<file path="src/rtl/cndm_gt_apb_arb_pkg.sv">
// Shared types and sizing helpers for the GT APB arbiter.
package cndm_gt_apb_arb_pkg;

  typedef enum logic [1:0] {
    IDLE   = 2'd0,
    SETUP  = 2'd1,
    ACCESS = 2'd2
  } state_e;

  // Cycles after a locked completion during which the lock holder keeps priority.
  localparam int unsigned LOCK_WIN = 4;

  // Watchdog counter width; at least one bit so TIMEOUT=0 still elaborates.
  function automatic int unsigned wdog_w(input int unsigned timeout);
    return (timeout == 0) ? 1 : $clog2(timeout + 1);
  endfunction

  // Requester index width; at least one bit for a single requester.
  function automatic int unsigned idx_w(input int unsigned ports);
    return (ports <= 1) ? 1 : $clog2(ports);
  endfunction

endpackage

</file>
<file path="src/rtl/cndm_rr_arb.sv">
// Round-robin grant with a registered priority pointer.
module cndm_rr_arb import cndm_gt_apb_arb_pkg::*; #(
  parameter int unsigned PORTS = 2,
  localparam int unsigned IDX_W = idx_w(PORTS)
) (
  input  logic             clk,
  input  logic             rst,
  input  logic [PORTS-1:0] req,
  input  logic [IDX_W-1:0] ptr_nxt,
  input  logic             advance,
  output logic [PORTS-1:0] grant_c,
  output logic [IDX_W-1:0] grant_idx_c
);

  logic [IDX_W-1:0] ptr_q, ptr_d;
  logic             found;
  int unsigned      k;

  // Pointer load when the owner reports a completion or lock lapse.
  always_comb begin
    ptr_d = ptr_q;
    if (advance) ptr_d = ptr_nxt;
  end

  // Pointer register.
  always_ff @(posedge clk) begin
    if (rst) ptr_q <= '0;
    else     ptr_q <= ptr_d;
  end

  // First requester at or after the pointer, wrapping modulo PORTS.
  always_comb begin
    grant_c     = '0;
    grant_idx_c = '0;
    found       = 1'b0;
    k           = 0;
    for (int unsigned i = 0; i < PORTS; i++) begin
      k = (32'(ptr_q) + i) % PORTS;
      if (!found && req[IDX_W'(k)]) begin
        found                = 1'b1;
        grant_c[IDX_W'(k)]   = 1'b1;
        grant_idx_c          = IDX_W'(k);
      end
    end
  end

endmodule

</file>
<file path="src/rtl/cndm_gt_apb_arb.sv">
// Shares the GT transceiver-control APB completer among PORTS requesters:
// round-robin grant, SETUP/ACCESS sequencing, response routing and an
// access-phase watchdog. Define CNDM_GT_APB_ARB_LOCK_EN to add s_plock.
module cndm_gt_apb_arb import cndm_gt_apb_arb_pkg::*; #(
  parameter int unsigned PORTS   = 2,
  parameter int unsigned ADDR_W  = 18,
  parameter int unsigned DATA_W  = 16,
  parameter int unsigned STRB_W  = DATA_W / 8,
  parameter int unsigned TIMEOUT = 1024
) (
  input  logic                          clk,
  input  logic                          rst,
  input  logic [PORTS-1:0]              s_psel,
  input  logic [PORTS-1:0]              s_penable,
  input  logic [PORTS-1:0]              s_pwrite,
  input  logic [PORTS-1:0][ADDR_W-1:0]  s_paddr,
  input  logic [PORTS-1:0][DATA_W-1:0]  s_pwdata,
  input  logic [PORTS-1:0][STRB_W-1:0]  s_pstrb,
`ifdef CNDM_GT_APB_ARB_LOCK_EN
  input  logic [PORTS-1:0]              s_plock,
`endif
  output logic [PORTS-1:0]              s_pready,
  output logic [PORTS-1:0][DATA_W-1:0]  s_prdata,
  output logic [PORTS-1:0]              s_pslverr,
  output logic                          m_psel,
  output logic                          m_penable,
  output logic                          m_pwrite,
  output logic [ADDR_W-1:0]             m_paddr,
  output logic [DATA_W-1:0]             m_pwdata,
  output logic [STRB_W-1:0]             m_pstrb,
  input  logic [DATA_W-1:0]             m_prdata,
  input  logic                          m_pready,
  input  logic                          m_pslverr,
  output logic                          busy,
  output logic                          timeout_evt
);

  localparam int unsigned IDX_W = idx_w(PORTS);
  localparam int unsigned CNT_W = wdog_w(TIMEOUT);
  localparam logic [CNT_W-1:0] WD_LAST = CNT_W'((TIMEOUT == 0) ? 0 : TIMEOUT - 1);

  state_e                     state_q, state_d;
  logic [IDX_W-1:0]           gnt_q, gnt_d;
  logic [CNT_W-1:0]           wdog_q, wdog_d;
  logic                       m_psel_q, m_psel_d, m_penable_q, m_penable_d;
  logic                       m_pwrite_q, m_pwrite_d;
  logic [ADDR_W-1:0]          m_paddr_q, m_paddr_d;
  logic [DATA_W-1:0]          m_pwdata_q, m_pwdata_d;
  logic [STRB_W-1:0]          m_pstrb_q, m_pstrb_d;
  logic [PORTS-1:0]           s_pready_q, s_pready_d, s_pslverr_q, s_pslverr_d;
  logic [PORTS-1:0][DATA_W-1:0] s_prdata_q, s_prdata_d;
  logic                       busy_q, busy_d, timeout_evt_q, timeout_evt_d;

  logic [PORTS-1:0]           req_c, grant_oh_c;
  logic [IDX_W-1:0]           gnt_idx_c, gnt_inc_c, ptr_nxt_c;
  logic                       ptr_adv_c, wd_expire_c, lock_hold_c;
  logic                       unused_c;

  // The completing port still shows psel during its s_pready cycle; hide it.
  assign req_c       = s_psel & ~s_pready_q;
  assign gnt_inc_c   = (32'(gnt_q) >= PORTS - 1) ? IDX_W'(0) : gnt_q + 1'b1;
  assign wd_expire_c = (TIMEOUT != 0) && (wdog_q == WD_LAST);
  assign unused_c    = ^s_penable;

  cndm_rr_arb #(.PORTS(PORTS)) u_rr (
    .clk         (clk),
    .rst         (rst),
    .req         (req_c),
    .ptr_nxt     (ptr_nxt_c),
    .advance     (ptr_adv_c),
    .grant_c     (grant_oh_c),
    .grant_idx_c (gnt_idx_c)
  );

`ifdef CNDM_GT_APB_ARB_LOCK_EN
  localparam int unsigned LCK_W = $clog2(LOCK_WIN + 1);
  logic [LCK_W-1:0] lock_cnt_q, lock_cnt_d;
  // Hold off arbitration while the lock holder has not yet re-requested.
  assign lock_hold_c = (lock_cnt_q != '0) && !req_c[gnt_q];
  // Lock window register.
  always_ff @(posedge clk) begin
    if (rst) lock_cnt_q <= '0;
    else     lock_cnt_q <= lock_cnt_d;
  end
`else
  assign lock_hold_c = 1'b0;
`endif

  // Next-state, sequencing and response routing.
  always_comb begin
    state_d       = state_q;
    gnt_d         = gnt_q;
    wdog_d        = wdog_q;
    m_psel_d      = m_psel_q;
    m_penable_d   = m_penable_q;
    m_pwrite_d    = m_pwrite_q;
    m_paddr_d     = m_paddr_q;
    m_pwdata_d    = m_pwdata_q;
    m_pstrb_d     = m_pstrb_q;
    s_pready_d    = '0;
    s_prdata_d    = '0;
    s_pslverr_d   = '0;
    timeout_evt_d = 1'b0;
    ptr_adv_c     = 1'b0;
    ptr_nxt_c     = gnt_inc_c;
`ifdef CNDM_GT_APB_ARB_LOCK_EN
    lock_cnt_d    = lock_cnt_q;
`endif
    case (state_q)
      IDLE: begin
        if (lock_hold_c) begin
`ifdef CNDM_GT_APB_ARB_LOCK_EN
          lock_cnt_d = lock_cnt_q - 1'b1;
          if (lock_cnt_q == LCK_W'(1)) ptr_adv_c = 1'b1;
`endif
        end else if (|grant_oh_c) begin
          gnt_d      = gnt_idx_c;
          m_psel_d   = 1'b1;
          m_pwrite_d = s_pwrite[gnt_idx_c];
          m_paddr_d  = s_paddr[gnt_idx_c];
          m_pwdata_d = s_pwdata[gnt_idx_c];
          m_pstrb_d  = s_pstrb[gnt_idx_c];
          state_d    = SETUP;
`ifdef CNDM_GT_APB_ARB_LOCK_EN
          lock_cnt_d = '0;
`endif
        end
      end
      SETUP: begin
        m_penable_d = 1'b1;
        wdog_d      = '0;
        state_d     = ACCESS;
      end
      ACCESS: begin
        if (m_pready || wd_expire_c) begin
          s_pready_d[gnt_q]  = 1'b1;
          s_pslverr_d[gnt_q] = m_pready ? m_pslverr : 1'b1;
          s_prdata_d[gnt_q]  = m_pready ? m_prdata : '0;
          timeout_evt_d      = !m_pready;
          m_psel_d           = 1'b0;
          m_penable_d        = 1'b0;
          ptr_adv_c          = 1'b1;
          state_d            = IDLE;
`ifdef CNDM_GT_APB_ARB_LOCK_EN
          if (s_plock[gnt_q]) begin
            ptr_nxt_c  = gnt_q;
            lock_cnt_d = LCK_W'(LOCK_WIN);
          end
`endif
        end else begin
          wdog_d = wdog_q + 1'b1;
        end
      end
      default: state_d = IDLE;
    endcase
    busy_d = (state_d != IDLE);
  end

  // State and output registers.
  always_ff @(posedge clk) begin
    if (rst) begin
      state_q       <= IDLE;
      gnt_q         <= '0;
      wdog_q        <= '0;
      m_psel_q      <= 1'b0;
      m_penable_q   <= 1'b0;
      m_pwrite_q    <= 1'b0;
      m_paddr_q     <= '0;
      m_pwdata_q    <= '0;
      m_pstrb_q     <= '0;
      s_pready_q    <= '0;
      s_prdata_q    <= '0;
      s_pslverr_q   <= '0;
      busy_q        <= 1'b0;
      timeout_evt_q <= 1'b0;
    end else begin
      state_q       <= state_d;
      gnt_q         <= gnt_d;
      wdog_q        <= wdog_d;
      m_psel_q      <= m_psel_d;
      m_penable_q   <= m_penable_d;
      m_pwrite_q    <= m_pwrite_d;
      m_paddr_q     <= m_paddr_d;
      m_pwdata_q    <= m_pwdata_d;
      m_pstrb_q     <= m_pstrb_d;
      s_pready_q    <= s_pready_d;
      s_prdata_q    <= s_prdata_d;
      s_pslverr_q   <= s_pslverr_d;
      busy_q        <= busy_d;
      timeout_evt_q <= timeout_evt_d;
    end
  end

  assign m_psel      = m_psel_q;
  assign m_penable   = m_penable_q;
  assign m_pwrite    = m_pwrite_q;
  assign m_paddr     = m_paddr_q;
  assign m_pwdata    = m_pwdata_q;
  assign m_pstrb     = m_pstrb_q;
  assign s_pready    = s_pready_q;
  assign s_prdata    = s_prdata_q;
  assign s_pslverr   = s_pslverr_q;
  assign busy        = busy_q;
  assign timeout_evt = timeout_evt_q;

endmodule

</file>
<file path="config.mk">
export PLATFORM = sky130hd
export DESIGN_NAME = cndm_gt_apb_arb
export DESIGN_NICKNAME = d
export VERILOG_FILES = /design/src/rtl/cndm_gt_apb_arb_pkg.sv /design/src/rtl/cndm_rr_arb.sv /design/src/rtl/cndm_gt_apb_arb.sv
export SDC_FILE = /design/constraint.sdc
export NUM_CORES = 1
export LEC_CHECK = 0
export CAP_MARGIN = 20
export CORE_MARGIN = 8
export CORE_UTILIZATION = 40
export DETAILED_ROUTE_END_ITERATION = 8
export PLACE_DENSITY = 0.83
export SETUP_SLACK_MARGIN = 0.1
export SLEW_MARGIN = 20
export SYNTH_ARGS = -nofsm -noshare
export SYNTH_HDL_FRONTEND = slang
export SYNTH_SLANG_ARGS = --single-unit
</file>
<file path="constraint.sdc">
create_clock -name clk -period 2 [get_ports clk]
set_input_delay 0.2 -clock clk [delete_from_list [all_inputs] [get_ports clk]]
set_output_delay 0.2 -clock clk [all_outputs]
set_load 0.03 [all_outputs]
</file>
==> flow_summary_export.csv <==
group,metric,value,unit
status,status,"finished, final reports clean",
clocking,cts_buffers,9,
grt,grt_use_total,0.174,
route,route.detailed.wl_per_inst,16.3,um
grt,antenna_found_initial,0,
route,wirelength,10.6,mm
layout,area_growth_syn_to_layout,60.6,%
placement,dp_hpwl,8.14,mm
power_and_ir_drop,p_switching,1310,uW
route,drc,0,
clocking,clkTransAtPathRegs,0.10,ns
floorplan,rows,34,
yosys,synth_edf_count,0,
worst_setup_path,end_kind,"register",
sta,whs,0.262,ns
power_and_ir_drop,irDropWorstVdd,0.407,mV
route,drt_first_pass_iters,4,
clocking,cts_buffer_depth,2,
clocking,clock_latency,0.36,ns
grt,grt_pass1_wl,16.5,mm
floorplan,die_area,12000,um^2
yosys,synth_area,3500,um^2
grt,grt.overflow.total,0,
yosys,synth_seq_area_share,0.526,
yosys,syn_nets,463,
power_and_ir_drop,p_comb_frac,0.238,
sta,clock.fmax,557,MHz
route,drtIter0Drc,193,
sta,finalHoldViolations,0,
layout,layoutNonFillerInstCount,652,
floorplan,start_util,0.407,
yosys,ys_ff_latch,92,
clocking,cts-root-buf,"clkbuf_8",
floorplan,die_x,110,um
grt,grt_pass1_vias,3416,
yosys,synth_area_per_cell,9.61,um^2
power_and_ir_drop,clkPwrFrac,0.301,
power_and_ir_drop,p_per_area,776,nW/um^2
route,avgViaCountPerCell,5.13,
route,vias,3344,
sta,setup-violations-final,0,
sta,rsz0062_at_grt,"no",
worst_setup_path,critPathKind,"reg -> reg",
yosys,synth_flop_cell,"dfxtp_1",
clocking,cts_max_level,3,
floorplan,coreArea,8590,um^2
sta,fin_crit_sh,0.897,
yosys,syn_inst,364,
yosys,ys_async_sr_fraction,0,
clocking,cts_setup_buffers,0,
route,drtAntennaViolNets,0,
sta,final_max_slew_viol_count,0,
yosys,ys_types,41,
worst_setup_path,arrival,2.06,ns
worst_setup_path,timing.critical_path.fanout_max,8,
sta,min_period,1.79,ns
clocking,cts_tree,"yes",
sta,worstMarginPinSlew,0.562,ns
worst_setup_path,start_kind,"register",
power_and_ir_drop,intPower,3050,uW
power_and_ir_drop,finalPower,4360,uW
placement,io_buffers,172,
floorplan,io_pins,175,
placement,routabilityCongestion,0.815,
power_and_ir_drop,sequentialPowerShare,0.461,
layout,layout_common_cells,"clkdlybuf4s50_1, dfxtp_1, nor2_1, mux2i_1, a211oi_1",
power_and_ir_drop,p_sw_frac,0.301,
worst_setup_path,cp.required,2.26,ns
power_and_ir_drop,power.leakage,0.00212,uW
layout,final_common_cell,"clkdlybuf4s50_1",
clocking,cts.sinks,92,
layout,num-nets-final,637,
yosys,ys_warn_count,0,
flow_run,cap_violations,0,
sta,fin_tns_setup,0,ns
layout,drive_gt1_frac,0.0737,
floorplan,fp.dieH,110,um
sta,finalClockSkew,0.00954,ns
sta,slew_headroom,0.626,
placement,dp.cells,635,
grt,grt_max_degree,43,
worst_hold_path,hold_path.class,"in -> reg",
## area by class of cell
cell class,instances,area (um^2)
antenna,1,2.50
sequential,92,1840
timing repair buffer,188,1870
inverter,7,26.3
fill,674,2970
multi-input combinational,240,1530
tap,108,135
clock inverter,7,83.8
clock buffer,9,124
## worst paths after layout
check | from | to | slack [ns] | depth (start not counted)
hold reg to reg | wdog_q[10] | wdog_q[10] | 0.46 | 1
setup / recovery | wdog_q[6] | wdog_q[5] | 0.21 | 5
setup reg to reg | wdog_q[6] | wdog_q[5] | 0.21 | 5
hold / removal | rst | gnt_q | 0.26 | 2
## Yosys cell counts, types with 2 or more instances
library cell,n,area share
a211oi_1,37,0.079
a21oi_1,8,0.011
a31oi_1,3,0.0054
and3_1,2,0.0036
and4_1,2,0.0050
buf_2,6,0.0086
buf_4,4,0.0086
clkbuf_1,15,0.016
dfxtp_1,92,0.53
inv_1,6,0.0064
mux2i_1,38,0.11
nand2_1,24,0.026
nand2b_1,6,0.011
nand3_1,8,0.011
nor2_1,72,0.077
nor2b_1,3,0.0054
nor3_1,2,0.0029
nor3b_1,2,0.0043
o211ai_1,4,0.0086
o21ai_0,4,0.0057
or3_1,3,0.0054
or4_1,4,0.0086
## registers in the layout, summed over array words and instances, names as in the netlist
signal / flops
m_psel: 1
timeout_evt: 1
gnt_q: 1
s_pslverr: 2
state_q: 2
m_pstrb: 2
wdog_q: 11
busy: 1
s_pready: 2
u_rr.ptr_q: 1
s_prdata: 32
m_pwdata: 16
m_paddr: 18
m_pwrite: 1
m_penable: 1
## cells by family after synthesis
family | Yosys count | synth area share
simple gates | 132 | 0.173
xor+xnor | 1 | 0.00250
mux | 38 | 0.109
compound gates | 68 | 0.146
fa+ha+maj | 1 | 0.00357
flops | 92 | 0.526
buf+inv | 32 | 0.0408
## power groups by stage
stage / logic, uW / clock network [uW] / registers [uW]
floorplan: 319 / 0 / 2260
global placement: 1020 / 0 / 2040
detailed placement: 1040 / 0 / 2050
CTS: 1050 / 1350 / 2010
global route: 1110 / 1430 / 2020
finish: 1040 / 1310 / 2010
## worst max-delay path, stage by stage, from the launching register on
cell and delay [ns]:
dfxtp_1 0.44, nand4_2 0.27, o31ai_4 0.46, buf_4 0.20
nand2_1 0.05, a311oi_1 0.28
## repair_timing
action | CTS | global route
hold buffers | 0 | 0
setup endpoints to repair | 0 | 4
hold endpoints to repair | 0 | 0
resized for setup | 0 | 1
## per-layer routing
| layer | GRT usage | vias to the layer above | wire, um |
|---|---|---|---|
| met5 | 0 | - | 0 |
| met4 | 0.0800 | 0 | 184 |
| met3 | 0.0633 | 16 | 1000 |
| met2 | 0.298 | 157 | 5330 |
| met1 | 0.188 | 1543 | 4120 |
| li1 | - | 1628 | - |
## per-stage QoR
step	worst slack (ns)	area (um^2)	utilization
floorplan	0.366	3500	-
global placement	0.127	5400	0.628
detailed placement	0.0810	5400	0.628
CTS	0.111	5610	0.653
global route	0.115	5620	0.654
finish	0.205	5620	0.654
(Power assumes the default switching activity.)
